### src/rtl/boid_draw_reader.sv
// boid_draw_reader
//   Walks every boid once per start pulse, reads its fixed-point position from
//   boid memory, converts it to a VGA framebuffer address, erases the pixel
//   drawn for that boid on the previous pass and draws the new one.
//
// Ports
//   clk, reset            system clock, asynchronous active-high reset
//   start                 one-cycle pulse, begins a draw pass (IDLE only)
//   busy, done            pass in progress / one-cycle completion pulse
//   rd_en, rd_addr        boid-memory read strobe and boid index
//   x_rd, y_rd            boid x (Q11.16) and y (Q10.16), signed
//   pix_wr_en, pix_addr,  framebuffer write port (valid/ready); the request
//   pix_data, pix_ready   is held stable until pix_wr_en && pix_ready
module boid_draw_reader #(
    parameter int         N_BOIDS     = 2,
    parameter int         MEM_LAT     = 1,
    parameter int         SCREEN_W    = 640,
    parameter int         SCREEN_H    = 480,
    parameter logic [7:0] DRAW_COLOR  = 8'hFF,
    parameter logic [7:0] ERASE_COLOR = 8'h00
) (
    input  logic                     clk,
    input  logic                     reset,
    input  logic                     start,
    output logic                     busy,
    output logic                     done,
    output logic                     rd_en,
    output logic [$clog2(N_BOIDS):0] rd_addr,
    input  logic [27:0]              x_rd,
    input  logic [26:0]              y_rd,
    output logic                     pix_wr_en,
    output logic [18:0]              pix_addr,
    output logic [7:0]               pix_data,
    input  logic                     pix_ready
);

    localparam int IW = $clog2(N_BOIDS) + 1;
    localparam int CW = (MEM_LAT > 1) ? $clog2(MEM_LAT) : 1;
    // Per-boid tables are sized to the full index range so i_q indexes them
    // without width adaptation; entries past N_BOIDS are never touched.
    localparam int NTAB = 2 ** IW;

    typedef enum logic [2:0] {
        S_IDLE, S_READ, S_WAIT, S_CALC, S_ERASE, S_DRAW, S_DONE
    } state_t;

    state_t            state_q, state_d;
    logic [IW-1:0]     i_q;
    logic [CW-1:0]     wait_q;
    logic signed [11:0] px_q;
    logic signed [10:0] py_q;
    logic              new_valid_q;
    logic [18:0]       new_addr_q;
    logic [18:0]       old_addr_q [NTAB];
    logic [NTAB-1:0]   old_valid_q;

    logic              last_wait, last_boid, calc_valid, boid_end, end_valid;
    logic [18:0]       calc_addr;
    logic signed [31:0] px_i, py_i;

    // Fractional position bits never influence the pixel address.
    logic unused_frac;
    assign unused_frac = ^{x_rd[15:0], y_rd[15:0]};

    assign last_wait = (wait_q == CW'(MEM_LAT - 1));
    assign last_boid = (i_q == IW'(N_BOIDS - 1));

    // Pixel coordinates are the integer part of the captured positions.
    always_comb begin
        px_i       = 32'(px_q);
        py_i       = 32'(py_q);
        calc_valid = (px_i >= 0) && (px_i < SCREEN_W) &&
                     (py_i >= 0) && (py_i < SCREEN_H);
        calc_addr  = 19'(py_i * SCREEN_W + px_i);
    end

    // A boid is finished whenever the FSM leaves its CALC/ERASE/DRAW group.
    assign boid_end  = (state_q == S_CALC || state_q == S_ERASE || state_q == S_DRAW) &&
                       (state_d == S_READ || state_d == S_DONE);
    assign end_valid = (state_q == S_CALC) ? calc_valid : new_valid_q;

    // ---------------- state register ----------------
    always_ff @(posedge clk or posedge reset) begin
        if (reset) state_q <= S_IDLE;
        else       state_q <= state_d;
    end

    // ---------------- next-state logic ----------------
    always_comb begin
        state_d = state_q;
        case (state_q)
            S_IDLE:  if (start) state_d = S_READ;
            S_READ:  state_d = S_WAIT;
            S_WAIT:  if (last_wait) state_d = S_CALC;
            S_CALC: begin
                if (old_valid_q[i_q])  state_d = S_ERASE;
                else if (calc_valid)   state_d = S_DRAW;
                else                   state_d = last_boid ? S_DONE : S_READ;
            end
            S_ERASE: if (pix_ready) begin
                if (new_valid_q) state_d = S_DRAW;
                else             state_d = last_boid ? S_DONE : S_READ;
            end
            S_DRAW:  if (pix_ready) state_d = last_boid ? S_DONE : S_READ;
            S_DONE:  state_d = S_IDLE;
            default: state_d = S_IDLE;
        endcase
    end

    // ---------------- datapath registers ----------------
    always_ff @(posedge clk or posedge reset) begin
        if (reset) begin
            i_q         <= '0;
            wait_q      <= '0;
            px_q        <= '0;
            py_q        <= '0;
            new_valid_q <= 1'b0;
            new_addr_q  <= '0;
            old_valid_q <= '0;
            for (int k = 0; k < NTAB; k++) old_addr_q[k] <= '0;
        end else begin
            case (state_q)
                S_IDLE: if (start) i_q <= '0;
                S_READ: wait_q <= '0;
                S_WAIT: begin
                    wait_q <= wait_q + CW'(1);
                    if (last_wait) begin
                        px_q <= x_rd[27:16];
                        py_q <= y_rd[26:16];
                    end
                end
                S_CALC: begin
                    new_valid_q <= calc_valid;
                    new_addr_q  <= calc_addr;
                end
                default: ;
            endcase
            if (state_q == S_DRAW && pix_ready) old_addr_q[i_q] <= new_addr_q;
            if (boid_end) begin
                old_valid_q[i_q] <= end_valid;
                if (state_d == S_READ) i_q <= i_q + IW'(1);
            end
        end
    end

    // ---------------- outputs ----------------
    always_comb begin
        busy      = (state_q != S_IDLE);
        done      = (state_q == S_DONE);
        rd_en     = 1'b0;
        rd_addr   = '0;
        pix_wr_en = 1'b0;
        pix_addr  = '0;
        pix_data  = '0;
        case (state_q)
            S_READ: begin
                rd_en   = 1'b1;
                rd_addr = i_q;
            end
            S_ERASE: begin
                pix_wr_en = 1'b1;
                pix_addr  = old_addr_q[i_q];
                pix_data  = ERASE_COLOR;
            end
            S_DRAW: begin
                pix_wr_en = 1'b1;
                pix_addr  = new_addr_q;
                pix_data  = DRAW_COLOR;
            end
            default: ;
        endcase
    end

endmodule

### config.mk
export PLATFORM = sky130hd
export DESIGN_NAME = boid_draw_reader
export DESIGN_NICKNAME = d
export VERILOG_FILES = /design/src/rtl/boid_draw_reader.sv
export SDC_FILE = /design/constraint.sdc
export NUM_CORES = 1
export LEC_CHECK = 0
export ABC_AREA = 1
export BUFFER_PORTS_ARGS = -buffer_cell sky130_fd_sc_hd__clkbuf_2
export CAP_MARGIN = 25
export CORE_ASPECT_RATIO = 1.2
export CORE_MARGIN = 5
export CORE_UTILIZATION = 55
export CTS_CLUSTER_DIAMETER = 120
export CTS_CLUSTER_SIZE = 14
export DETAILED_ROUTE_END_ITERATION = 10
export PLACE_DENSITY_LB_ADDON = 0.3
export SLEW_MARGIN = 20
export SYNTH_ARGS = -nofsm -noshare
export SYNTH_HDL_FRONTEND = slang
export SYNTH_SLANG_ARGS = --single-unit
### constraint.sdc
create_clock -name clk -period 4.7 [get_ports clk]
set_input_delay 0.235 -clock clk [delete_from_list [all_inputs] [get_ports clk]]
set_output_delay 0.235 -clock clk [all_outputs]
set_load 0.005 [all_outputs]
Word-level counts from Yosys, hierarchy flattened
Index checks and enable logic that the tools add are counted.
W data, S select, Z words.
- $mul: 1
- $add $sub $neg: 3
- muxes and demuxes: 31
- bitwise gates (word level): 2
- reduce and logical (&&, ||, !) cells: 15
- magnitude comparators: 8
- eq/ne operators: 9
- operators by type and width (kind ; number):
    $bwmux W76 ; 1
    $mux W19 ; 3
    $bmux W19 S2 ; 1
    $demux W19 S2 ; 1
    $pmux W19 S2 ; 1
    $mux W3 ; 8
    $add A19 B12 Y19 ; 1
    $pmux W3 S6 ; 1
    $eq A3 B3 Y1 const B ; 4
    $ge A12 B1 Y1 const B ; 1
    $lt A12 B11 Y1 const B ; 1
    $mul A11 B4 Y12 const B ; 1
    $ge A11 B1 Y1 const B ; 1
    $lt A11 B10 Y1 const B ; 1
    $mux W2 ; 5
    $mux W8 ; 1
    $logic_and A1 B1 Y1 ; 7
    $eq A3 B1 Y1 const B ; 2
    $eq A3 B2 Y1 const B ; 2
    $mux W1 ; 5
    $bwmux W4 ; 1
    $ge A3 B3 Y1 const B ; 1
    $logic_not A3 Y1 ; 1
    $logic_or A1 B1 Y1 ; 3
    other kinds (15) ; 15
- register bits after elaboration: 129
- output and inout bits: 33
- logic and storage cells: 81

Logic depth before layout (Yosys ltp)
- word-level depth: 11
- gate-level depth with buffers: 17
- depth with buffers taken out: 17

Worst setup path before layout
OpenSTA, ideal clock, no wires.
- path type: register to register
- start point: register py_q[1]
- end point: register new_addr_q[17]
- setup slack: 1.699 ns
- path buffers: 0
- data arrival time: 2.869 ns
- stages on the path, launching flop included: 18
- data required time: 4.568 ns
- cell sequence: dfrtp_1 > ha_1 > ha_1 > inv_1 > fa_1 > o21ai_0 > nand2_1 > nand2_1 > a21oi_1 > xnor2_1 > ha_1 > nand2_1 > nor2_1 > nand3_1 > nand4_1 > or2_2 > nand3_1 > o21ai_0
- word-level cells in the longest chain between the ends: 2
- ends and longest elaborated chain (element ; RTL line ; text):
    start: declaration ; 51 ; logic signed [10:0] py_q;
    start signal: assignment ; 129 ; py_q <= y_rd[26:16];
    $mul A11 B4 Y12 ; 74 ; calc_addr = 19'(py_i * SCREEN_W + px_i);
    $add A19 B12 Y19 ; 74 ;
    end signal: assignment ; 134 ; new_addr_q <= calc_addr;
    end: declaration ; 53 ; logic [18:0] new_addr_q;
No other way between the ends.
A chain may end at the register's enable or synchronous reset.

Worst setup path after layout
Ends and elaborated chain as after synthesis.

==> flow_summary_export.csv <==
group,metric,value,unit
clocking,clkTransAtPathRegs,60,ps
worst_setup_path,crit_type,"flop to flop",
yosys,ys_ff_latch,129,
final_layout,final_nets,986,
placement,numPortBuffers,59,
yosys,yosysUniqueCellTypes,37,
sta,finalHoldViolations,0,
global_routing,grt_usage,21.2,%
worst_setup_path,path_max_fanout,6,
sta,setup_viol_count_final,0,
clocking,worstSkewPairLatency,410,ps
sta,post-route-period-util,68.8,%
detailed_routing,drc,0,
final_layout,stdcell_count,1065,
yosys,netlist_area,0.00698,mm²
flow_run,drv_cap,0,
pwr,switchingPower,0.00280,W
detailed_routing,routed_via_density,5.40,
clocking,cts_max_path_buffers,2,
floorplanning,core-area,0.0126,mm²
sta,drv_slew,0,
floorplanning,die_y,133,µm
global_routing,grt_first_pass_wirelength,26200,µm
worst_hold_path,hold_depth,2,
worst_setup_path,cp-end-kind,"flop",
worst_hold_path,hp-class,"input pin to flop",
placement,post-dp-hpwl,10100,µm
sta,max-slew-margin-rel,31.3,%
sta,clock.fmax,309,MHz
floorplanning,core.rowCount,45,
floorplanning,fp.dieArea,0.0150,mm²
pwr,power.density,808,mW/mm²
detailed_routing,drtIter0Drc,444,
detailed_routing,dr.pass1.iters,5,
clocking,htreeDepth,4,
clocking,cts_resized,0,
sta,worstMarginPinSlew,1030,ps
global_routing,antenna_found_initial,0,
pwr,p_clk_share,19.6,%
worst_setup_path,worstPathRequired,4980,ps
final_layout,final_cell_area,0.00787,mm²
pwr,p_leak,3.86,nW
final_layout,syn_to_final_growth,12.8,%
pwr,swShare,44.0,%
detailed_routing,antenna_left,0,
worst_setup_path,cp-start-kind,"flop",
final_layout,drive_gt1_share,15.0,%
worst_setup_path,r2r-end,"new_addr_q[17]",
yosys,synth_warnings,0,
pwr,intPower,0.00356,W
worst_setup_path,arrival,3510,ps
pwr,seq_power_share,25.2,%
clocking,clock-root-buffer,"clkbuf_16",
global_routing,grt_pass1_vias,5491,
yosys,syn_inst,852,
worst_setup_path,worstRegToRegCells,17,
pwr,power_frac_comb,55.1,%
detailed_routing,wirelength,15300,µm
worst_hold_path,min_from,"x_rd[23]",
clocking,cts_buffers,17,
placement,dp_cells,1036,
global_routing,grt_max_degree,50,
detailed_routing,routedWlPerCell,14.4,µm
final_layout,diodes,0,
placement,placed_area,0.00730,mm²
worst_setup_path,reg2reg_from,"py_q[1]",
placement,gp_congestion,0.888,
floorplanning,die_w,113,µm
yosys,ys_seq_area_share,46.3,%
worst_hold_path,whs_endpoint,"px_q[7]",
sta,fin_tns_setup,0,ps
worst_setup_path,rrSetupSlack,1460,ps
floorplanning,pin_count,92,
clocking,cts_sinks,129,
final_layout,final_util,62.7,%
sta,finalCriticalPeriod,3240,ps
sta,finalClockSkew,8.97,ps
status,outcome,"complete, no violations",
detailed_routing,route.vias.total,5749,
floorplanning,start_util,55.6,%
clocking,tritoncts,"done",
yosys,syn_avg_cell_area,8.19,µm²
global_routing,globalRouteOverflowTotal,0,
sta,rsz0062_at_grt,"no",
pwr,peakVddDrop,749,µV
yosys,syn_nets,946,
-- placed cells by master (no fill, tap or decap), types with 2 or more instances in the layout --
cell type    n
nand2_1    203
dfrtp_1    128
o21ai_0    108
inv_1       81
nand3_1     70
clkbuf_2    59
a21oi_1     45
o21ai_1     33
ha_1        33
nor2_1      32
clkbuf_16   17
mux2_2      16
nand4_1      9
buf_4        8
inv_2        7
xor2_1       7
clkbuf_8     6
xnor2_1      5
nand3_2      3
nand2_4      2
inv_4        2
clkinv_1     2
nand3_4      2
or2_2        2
fa_1         2
-- power by group through the flow --
stage / combinational, W / clock (W) / sequential [W]
6_report: 0.00351 / 0.00125 / 0.00161
5_1_grt: 0.00406 / 0.00131 / 0.00164
4_1_cts: 0.00352 / 0.00126 / 0.00160
3_5_place_dp: 0.00349 / 0 / 0.00162
3_3_place_gp: 0.00343 / 0 / 0.00161
2_1_floorplan: 0.00287 / 0 / 0.00155
-- area by class of cell --
type	instances	area, µm²
well taps	164	205
multi-input cells	584	3160
fillers	1073	4680
clock inverters	4	51.3
inverters	92	350
repair buffers	68	365
clock buffers	24	512
flip-flops and latches	129	3230
-- cells in the mapped netlist, drive strengths merged --
library cell / instances / share of area [%]
nand2: 206 / 11
o21ai: 142 / 10
dfrtp: 129 / 46
inv: 90 / 4.9
nand3: 75 / 6.0
a21oi: 45 / 3.2
nor2: 34 / 2.0
ha: 33 / 5.9
buf: 24 / 2.4
clkbuf: 23 / 1.2
mux2: 16 / 2.6
nand4: 9 / 0.81
xor2: 7 / 0.88
xnor2: 5 / 0.63
nor3: 3 / 0.29
clkinv: 2 / 0.11
fa: 2 / 0.57
or2: 2 / 0.18
a21o: 1 / 0.11
a31oi: 1 / 0.090
o211ai: 1 / 0.11
o21a: 1 / 0.11
o21bai: 1 / 0.11
-- cells by family after synthesis --
group,after synthesis,share of synthesized area [%]
and+or+nand+nor,329,20.5
AOI/OAI and AO/OA,192,14.0
buffers and inverters,139,8.61
DFF,129,46.3
adders and majority gates,35,6.49
muxes,16,2.58
xor gates and xnor gates,12,1.51
-- sequential cells by signal, indices dropped and copies added, names as in the netlist --
name,count
i_q,2
new_addr_q,19
new_valid_q,1
old_addr_q,76
old_valid_q,4
px_q,12
py_q,11
state_q,3
wait_q,1
-- how the worst max path moves through the flow --
| stage | start | end | cells after the start |
|---|---|---|---|
| floorplan | reset | i_q[0] | 1 |
| global placement | py_q[1] | new_addr_q[17] | 17 |
| detailed placement | py_q[1] | new_addr_q[17] | 17 |
| CTS | py_q[1] | new_addr_q[17] | 17 |
| global route | py_q[1] | new_addr_q[17] | 17 |
| finish | py_q[1] | new_addr_q[17] | 17 |
-- worst max-delay path, stage by stage, from the launching register on --
cell and delay (ps):
dfrtp_1 410, ha_1 290, ha_1 160, inv_1 50, fa_1 390, o21ai_0 360
nand2_1 90, nand2_1 70, a21oi_1 70, xnor2_1 130, ha_1 350, nand2_1 100
nor2_1 50, nand3_1 80, nand4_1 100, or2_2 280, nand3_1 60, o21ai_0 70
-- per-stage QoR --
stage / hold WS (ps) / worst slack (ps) / total power (W)
global placement: 324 / 1480 / 0.00504
CTS: 52.6 / 1440 / 0.00638
global route: 56.3 / 1090 / 0.00701
floorplan: 385 / 1020 / 0.00441
detailed placement: 321 / 1450 / 0.00510
finish: 53.8 / 1460 / 0.00636
-- layer usage --
metal	share of wire (%)	wire [µm]	GRT usage [%]	vias up
li1	-	-	-	2869
met1	45	6930	28.3	2737
met2	49	7510	36.0	128
met3	4.4	668	3.68	15
met4	1.3	194	5.61	0
met5	0	0	0	-
-- what timing repair did --
| item | in CTS | in global routing |
|---|---|---|
| endpoints found under the hold margin | 42 | 0 |
| hold buffers | 1 | 0 |
| buffers inserted | 0 | 0 |
| setup endpoints to repair | 0 | 0 |
Power figures use the tool's default switching activity.
